`src/rtl/pipeline_ctrl.sv`:
```
// pipeline_ctrl: sequencing and hazard controller for a 5-stage MIPS pipeline.
// Drives the write enables and the flush/bubble controls of the PC, IF_ID and
// ID_EX registers. Detects load-use hazards and taken branches. Runs the program
// either continuously or one step at a time, and drains the pipeline after HALT.
//
// Ports:
//   i_clock, i_reset        rising-edge clock; asynchronous active-high reset
//   i_start, i_mode_step    start pulse (IDLE only); 0 = continuous, 1 = single-step
//   i_step                  step pulse (STEP_WAIT only)
//   i_idex_memread/_rt      load in ID_EX and its destination register
//   i_ifid_rs/_rt           source registers of the instruction in IF_ID
//   i_branch_taken          branch/jump resolved taken in ID
//   i_halt_decoded          HALT present in ID
//   o_pipe_en               clock enable for ID_EX, EX_MEM, MEM_WB
//   o_pc_we, o_ifid_we      PC / IF_ID write enables
//   o_ifid_flush            IF_ID loads a NOP on the next edge
//   o_idex_bubble           ID_EX loads zeroed control fields
//   o_state, o_done         FSM state encoding; program finished
//   o_cycle_count           active cycles since start (wraps)
//   o_stall_count           load-use stall cycles since start (saturates)
module pipeline_ctrl #(
  parameter int DRAIN_CYCLES = 3,
  parameter int CNT_WIDTH    = 32,
  parameter int STALL_WIDTH  = 16
) (
  input  logic                   i_clock,
  input  logic                   i_reset,
  input  logic                   i_start,
  input  logic                   i_mode_step,
  input  logic                   i_step,
  input  logic                   i_idex_memread,
  input  logic [4:0]             i_idex_rt,
  input  logic [4:0]             i_ifid_rs,
  input  logic [4:0]             i_ifid_rt,
  input  logic                   i_branch_taken,
  input  logic                   i_halt_decoded,
  output logic                   o_pipe_en,
  output logic                   o_pc_we,
  output logic                   o_ifid_we,
  output logic                   o_ifid_flush,
  output logic                   o_idex_bubble,
  output logic [2:0]             o_state,
  output logic                   o_done,
  output logic [CNT_WIDTH-1:0]   o_cycle_count,
  output logic [STALL_WIDTH-1:0] o_stall_count
);

  typedef enum logic [2:0] {
    IDLE      = 3'd0,
    RUN       = 3'd1,
    STEP_WAIT = 3'd2,
    STEP_EXEC = 3'd3,
    DRAIN     = 3'd4,
    DONE      = 3'd5
  } state_t;

  localparam int DW = $clog2(DRAIN_CYCLES + 1);

  state_t        state, state_next;
  logic [DW-1:0] drain_cnt, drain_next;
  logic          hazard;
  logic          active;

  // Register $0 is hardwired to zero, so a load targeting it never creates a hazard.
  assign hazard = i_idex_memread && (i_idex_rt != 5'd0) &&
                  ((i_idex_rt == i_ifid_rs) || (i_idex_rt == i_ifid_rt));
  assign active = (state == RUN) || (state == STEP_EXEC);
  assign o_state = state;

  // NOTE: every signal written here gets a default first, so no path can leave
  // one unassigned and infer a latch.
  always_comb begin
    state_next    = state;
    drain_next    = drain_cnt;
    o_pipe_en     = 1'b0;
    o_pc_we       = 1'b0;
    o_ifid_we     = 1'b0;
    o_ifid_flush  = 1'b0;
    o_idex_bubble = 1'b0;
    o_done        = 1'b0;
    case (state)
      IDLE: begin
        if (i_start) state_next = i_mode_step ? STEP_WAIT : RUN;
      end
      RUN, STEP_EXEC: begin
        o_pipe_en = 1'b1;
        // A single step always returns to STEP_WAIT unless HALT is accepted.
        if (state == STEP_EXEC) state_next = STEP_WAIT;
        if (hazard) begin
          // Stall outranks branch and HALT; both are re-evaluated on the next active cycle.
          o_idex_bubble = 1'b1;
        end else if (i_halt_decoded) begin
          o_idex_bubble = 1'b1;
          state_next    = DRAIN;
          drain_next    = DW'(DRAIN_CYCLES);
        end else begin
          o_pc_we      = 1'b1;
          o_ifid_we    = 1'b1;
          o_ifid_flush = i_branch_taken;
        end
      end
      STEP_WAIT: begin
        if (i_step) state_next = STEP_EXEC;
      end
      DRAIN: begin
        o_pipe_en     = 1'b1;
        o_idex_bubble = 1'b1;
        drain_next    = drain_cnt - 1'b1;
        if (drain_cnt == DW'(1)) state_next = DONE;
      end
      DONE: begin
        o_done = 1'b1;
      end
      default: begin
        state_next = IDLE;
      end
    endcase
  end

  // NOTE: sequential state uses non-blocking assignments so every register
  // samples the pre-edge values of the others.
  always_ff @(posedge i_clock or posedge i_reset) begin
    if (i_reset) begin
      state         <= IDLE;
      drain_cnt     <= '0;
      o_cycle_count <= '0;
      o_stall_count <= '0;
    end else begin
      state     <= state_next;
      drain_cnt <= drain_next;
      if (state == IDLE && i_start) begin
        o_cycle_count <= '0;
        o_stall_count <= '0;
      end else begin
        if (o_pipe_en) o_cycle_count <= o_cycle_count + 1'b1;
        if (active && hazard && (o_stall_count != {STALL_WIDTH{1'b1}}))
          o_stall_count <= o_stall_count + 1'b1;
      end
    end
  end

endmodule

```
`config.mk`:
```
export PLATFORM = sky130hd
export DESIGN_NAME = pipeline_ctrl
export DESIGN_NICKNAME = d
export VERILOG_FILES = /design/src/rtl/pipeline_ctrl.sv
export SDC_FILE = /design/constraint.sdc
export NUM_CORES = 1
export LEC_CHECK = 0
export CAP_MARGIN = 20
export CELL_PAD_IN_SITES_DETAIL_PLACEMENT = 0
export CELL_PAD_IN_SITES_GLOBAL_PLACEMENT = 1
export CORE_ASPECT_RATIO = 0.7
export CORE_MARGIN = 2
export CORE_UTILIZATION = 39
export DETAILED_ROUTE_END_ITERATION = 8
export GPL_TIMING_DRIVEN = 0
export PLACE_DENSITY_LB_ADDON = 0.1
export RECOVER_POWER = 25
export SLEW_MARGIN = 20
export SYNTH_ARGS = -nofsm -noshare
export SYNTH_HDL_FRONTEND = slang
export SYNTH_SLANG_ARGS = --single-unit
```
`constraint.sdc`:
```
create_clock -name i_clock -period 6.4 [get_ports i_clock]
set_clock_uncertainty 0.2 [all_clocks]
set_input_delay 0.64 -clock i_clock [delete_from_list [all_inputs] [get_ports i_clock]]
set_output_delay 0.64 -clock i_clock [all_outputs]
set_load 0.005 [all_outputs]
```
-- After elaboration in Yosys (flattened, before gate mapping)
Index checks and enable logic that the tools add are counted.
- eq/ne operators: 14
- bitwise operators: 1
- reductions and logical operators: 16
- multiplexer cells: 26
- add/subtract/negate cells: 3
- operators with widths (operator ; number):
    $mux 32 ; 2
    $add 32x1->32 const B ; 1
    $mux 16 ; 2
    $mux 3 ; 6
    $add 16x1->16 const B ; 1
    $ne 16x16->1 const B ; 1
    $pmux 3 s5 ; 1
    $eq 5x5->1 ; 2
    $mux 1 ; 10
    $ne 2x2->1 const B ; 5
    $eq 3x2->1 const B ; 2
    $eq 3x3->1 const B ; 2
    $mux 2 ; 3
    $reduce_bool 2->1 ; 3
    $logic_and 1x1->1 ; 5
    $reduce_bool 5->1 ; 1
    $pmux 2 s2 ; 1
    $reduce_and 4->1 ; 1
    $eq 3x1->1 const B ; 1
    $logic_not 3->1 ; 1
    $reduce_and 3->1 ; 1
    $reduce_or 3->1 ; 1
    $eq 2x1->1 const B ; 1
    $logic_or 1x1->1 ; 2
    4 further kinds ; 4
- input bits: 23
- logic and storage cells: 64
- register bits after elaboration: 53
- output and inout bits: 57

-- Logic depth before layout (Yosys ltp)
- depth after elaboration: 7
- mapped depth: 8
- gate-level depth less buffers: 6

-- Worst setup path before layout
No wires, ideal clock.
- path kind: input -> output
- from: in i_ifid_rt[0]
- to: out o_pc_we
- required time: 5.560 ns
- stages on the path: 8
- slack: 3.552 ns
- data arrival time: 2.008 ns
- buffers on the path: 3
- cell sequence: xnor2_1 -> nand3_1 -> o22a_1 -> clkbuf_1 -> buf_2 -> nor2_1 -> nor3_1 -> buf_4
- cells in the longest elaborated chain, start to end: 5
- RTL lines (item ; RTL line ; source):
    start, declared ; 34 ; input logic [4:0] i_ifid_rt,
    $eq 5x5->1 ; 66 ; ((i_idex_rt == i_ifid_rs) || (i_idex_rt == i_ifid_rt));
    $logic_or 1x1->1 ; 66 ;
    $logic_and 1x1->1 ; 65 ; assign hazard = i_idex_memread && (i_idex_rt != 5'd0) &&
    $mux 1 (2 in a row) ; -- ;
    end, declared ; 38 ; output logic o_pc_we,
No other way between the ends.

-- Worst setup path in the final report
- from: in i_idex_rt[0]
- to: out o_pc_we
- cells in the longest elaborated chain, start to end: 5
- elaborated cells between the ends (all ways): 8
- those cells by class: eq/ne (2); mux (2); reduce/logical (4)
- RTL lines (item ; RTL line ; source):
    start, declared ; 32 ; input logic [4:0] i_idex_rt,
    $eq 5x5->1 / $reduce_bool 5->1 (equally long branches) ; 66, 65 ;
    $logic_or 1x1->1 / $logic_and 1x1->1 (equally long branches) ; 66, 65 ;
    $logic_and 1x1->1 * ; 65 ;
    $mux 1 * ; 89 ; if (hazard) begin
    $mux 1 * ; 81 ; case (state)
Mark *: on every way between the ends. The rest lies on a longest branch, timed or not.

==> summary.md <==
| Metric | Value |
|---|---|
| Status | `complete, but fails checks` |
| Failing checks | `max-capacitance violations, max-slew violations` |
| Most used cell, CP | `clkdlybuf4s50_1` |
| Most common cell after layout, fill and taps aside | `clkdlybuf4s50_1` |
| Setup Fix Bufs, Post-CTS | `0` |
| Global-route wire length before repair | `14.1 mm` |
| Worst-Skew Late Latency | `approximately 0.29 ns` |
| Ys flop type | `dfrtp_1` |
| Worst-margin pin slew | `2.34 ns` |
| Most frequent cells in the layout | `clkdlybuf4s50_1, dfrtp_1, nor2_1, nand2_1, nand3_1` |
| Number of global-route vias before repair | `about 2700` |
| Post-route ant nets | `0` |
| Initial antenna violation count | `0` |
| CP max FO | `10` |
| Sequential-to-total area share from yosys stat | `42.7%` |
| Die Ht | `78.6 microns` |
| Number of synthesized flops with an enable pin | `0` |
| Ys Warns | `0` |
| Register clock-pin slew on the reported worst setup and hold paths | `0.07 ns` |
| CTS H-tree depth | `2` |
| Pins Over Slew Limit | `54` |
| Fin nets | `roughly 460` |
| Core Area | `7800 sq um` |
| CTS Root Cell | `clkbuf_16` |
| 1st-iter DRT viols | `165` |
| Ports | `80` |
| Number of synthesized register bits | `53` |
| Family with the most delay on the worst path | `buffers and inverters` |
| Chip Width | `111 microns` |
| Worst path arrival time | `3.44 ns` |
| Sw Share | `approximately 23%` |
| Aggregate global-route resource usage | `20.0%` |
| # diodes | `0` |
| Multi-input gate area | `1640 sq um` |
| Maximum root-to-sink buffer count | `2` |
| FF/Latch Area | `1330 sq um` |
| CTS tree | `done` |
| Hold_buf cts | `0` |
| Met3 Use GR | `3.71%` |
| Final wirelength | `8.51 mm` |
| Worst min-delay path class | `flip-flop to flip-flop` |
| LEAKAGE | `1.59 nW` |
| Ys async rst share | `100%` |
| CP startpoint kind | `input pin` |
| Final GP Congestion | `0.845` |
| Grt met1 use | `32.8%` |
| Relative slew slack | `-57.0%` |
| Comb pwr share | `11.0%` |
| CP Capture Type | `output pin` |
| Max cap viols | `1` |
| GRT Residual Overflow | `0` |
| Buffer and inverter count on the worst path | `5` |
| DR pass1 iterations | `4` |
| Largest net degree at the start of global routing | `54` |
| Hold Violations, Final | `0` |
| Port buffer count | `79` |
| Flop pwr share | `47.5%` |
| Synth Instances | `345` |
| Crit-path cells | `clkdlybuf4s50_1 -> xnor2_1 -> nand3_1 -> o22a_1 -> clkbuf_1 -> buf_2 -> nor2_1 -> nor3_1 -> buf_4 -> clkdlybuf4s50_1` |
| Share of cells above drive strength 1 | `6.25%` |
| Full die area | `8700 sq um` |
| Num CTS Buffers | `5` |
| DRC viols | `0` |
| CTS Sinks | `53` |
| Setup Viol. Count Final | `0` |
| Met2 Use GR | `between 20% and 30%` |
| FP Rows | `27` |
| Fillers | `between 700 and 800` |
| CP peak stage delay | `roughly 0.57 ns` |
| Switching pwr | `176 uW` |
| WS Path Type | `input pin to output pin` |
| Initial core utilization | `39.8%` |
| Cell variety after synth | `46` |
| Routed len/inst | `16.0 microns` |
| Syn nets | `371` |
| Number of cells upsized or downsized after cts | `0` |
| Syn Area/Cell | `9.00 sq um` |
| Mapped Area | `3100 sq um` |
| Clk pwr share | `41.6%` |
| P_int | `590 uW` |
| Hold slack final | `~0.34 ns` |
| Setup TNS | `0 ns` |
| Max Clk Rate | `234 MHz` |
| Vias post-DR | `2900` |
| Period minus WS final | `between 4 and 5 ns` |
| RSZ-0062 raised after global routing | `false` |
| Hpwl dp | `6.09 mm` |
| Busiest grt layer | `met1` |
| Peak VDD IR | `0.000128 V` |
| Finished Core Util | `between 50% and 60%` |
| Vias per cell | `5.44` |
| CP max-delay cell | `clkdlybuf4s50_1` |
| Fin crit share | `66.9%` |
| Area Overhead vs Synth | `35.1%` |
| CP required | `5.56 ns` |
| Cell Pwr Density | `183 nW/um^2` |
final timing paths:
check                             startpoint                end  slack [ns]  cells past startpoint
hold / removal             o_cycle_count[21]  o_cycle_count[21]        0.34                      1
setup / recovery                i_idex_rt[0]            o_pc_we        2.12                     10
hold reg to reg            o_cycle_count[21]  o_cycle_count[21]        0.34                      1
min in group asynchronous            i_reset  o_cycle_count[19]        1.23                      2
setup reg to reg            o_stall_count[0]   o_stall_count[9]        3.80                      8
max in group asynchronous            i_reset   o_cycle_count[0]        3.71                      2
worst reg2reg max path, delay by kind of cell, from the launching register on:
kind / cells / cell delay (ns)
buf+inv: 2 / 0.44
mux: 1 / 0.15
flops: 1 / 0.44
fa+ha+maj: 1 / 0.25
simple gates: 4 / 1.00
flip-flops by register name (all words and copies together), names as in the netlist:
register	flops
drain_cnt	2
o_cycle_count	32
o_stall_count	16
o_state	3
stage by stage:
stage               setup slack, ns  area [sq um]  total power [mW]  instances
finish                         2.12          4200             0.766        533
floorplan                      3.55          3100             0.403        345
global route                   1.95          4200             0.796        533
detailed placement             2.14          4020             0.455        525
global placement               2.15          4020             0.454        525
CTS                            2.14          4200             0.774        533
power groups by stage:
stage               logic, mW  clock network, mW  registers (mW)
floorplan              0.0345                  0           0.368
global placement       0.0838                  0           0.370
detailed placement     0.0850                  0           0.370
CTS                    0.0857              0.324           0.364
global route           0.0930              0.337           0.366
finish                 0.0839              0.318           0.364
cells in the mapped netlist, drive strengths merged, types with 9 or more instances:
cell    instances  area, sq um
xnor2          12          105
xor2           19          166
clkbuf          9         33.8
or4            17          131
nand2          30          113
nor2           31          116
buf             9         58.8
nand4          19          131
o21ai          16         80.1
o31ai          15          118
nand3          23          115
inv            11         41.3
dfrtp          53         1330
a21oi          25          144
kinds of logic after synthesis:
logic type,Yosys count,share of synthesized area (%)
AOI/OAI and AO/OA,65,13.3
xor gates and xnor gates,31,8.75
and+or+nand+nor,159,28.1
adders and majority gates,3,1.21
muxes,5,1.61
DFF,53,42.7
buffers and inverters,29,4.31
per-layer routing:
layer | share of wire (%) | vias to the layer above
li1 | - | 1428
met1 | 56 | 1391
met2 | 39 | 76
met3 | 4.9 | 5
met4 | 0.63 | 0
met5 | 0 | -
final cells by class:
class / instances / share of cell area [%]
Inverter: 11 / 1.01
Clock inverter: 1 / 0.716
Timing Repair Buffer: 79 / 18.8
Tap cell: 101 / 3.01
Buffer: 18 / 2.21
Clock buffer: 7 / 3.40
Sequential cell: 53 / 31.6
Multi-Input combinational cell: 263 / 39.2
Note: power is estimated with default switching activity, not from simulation.
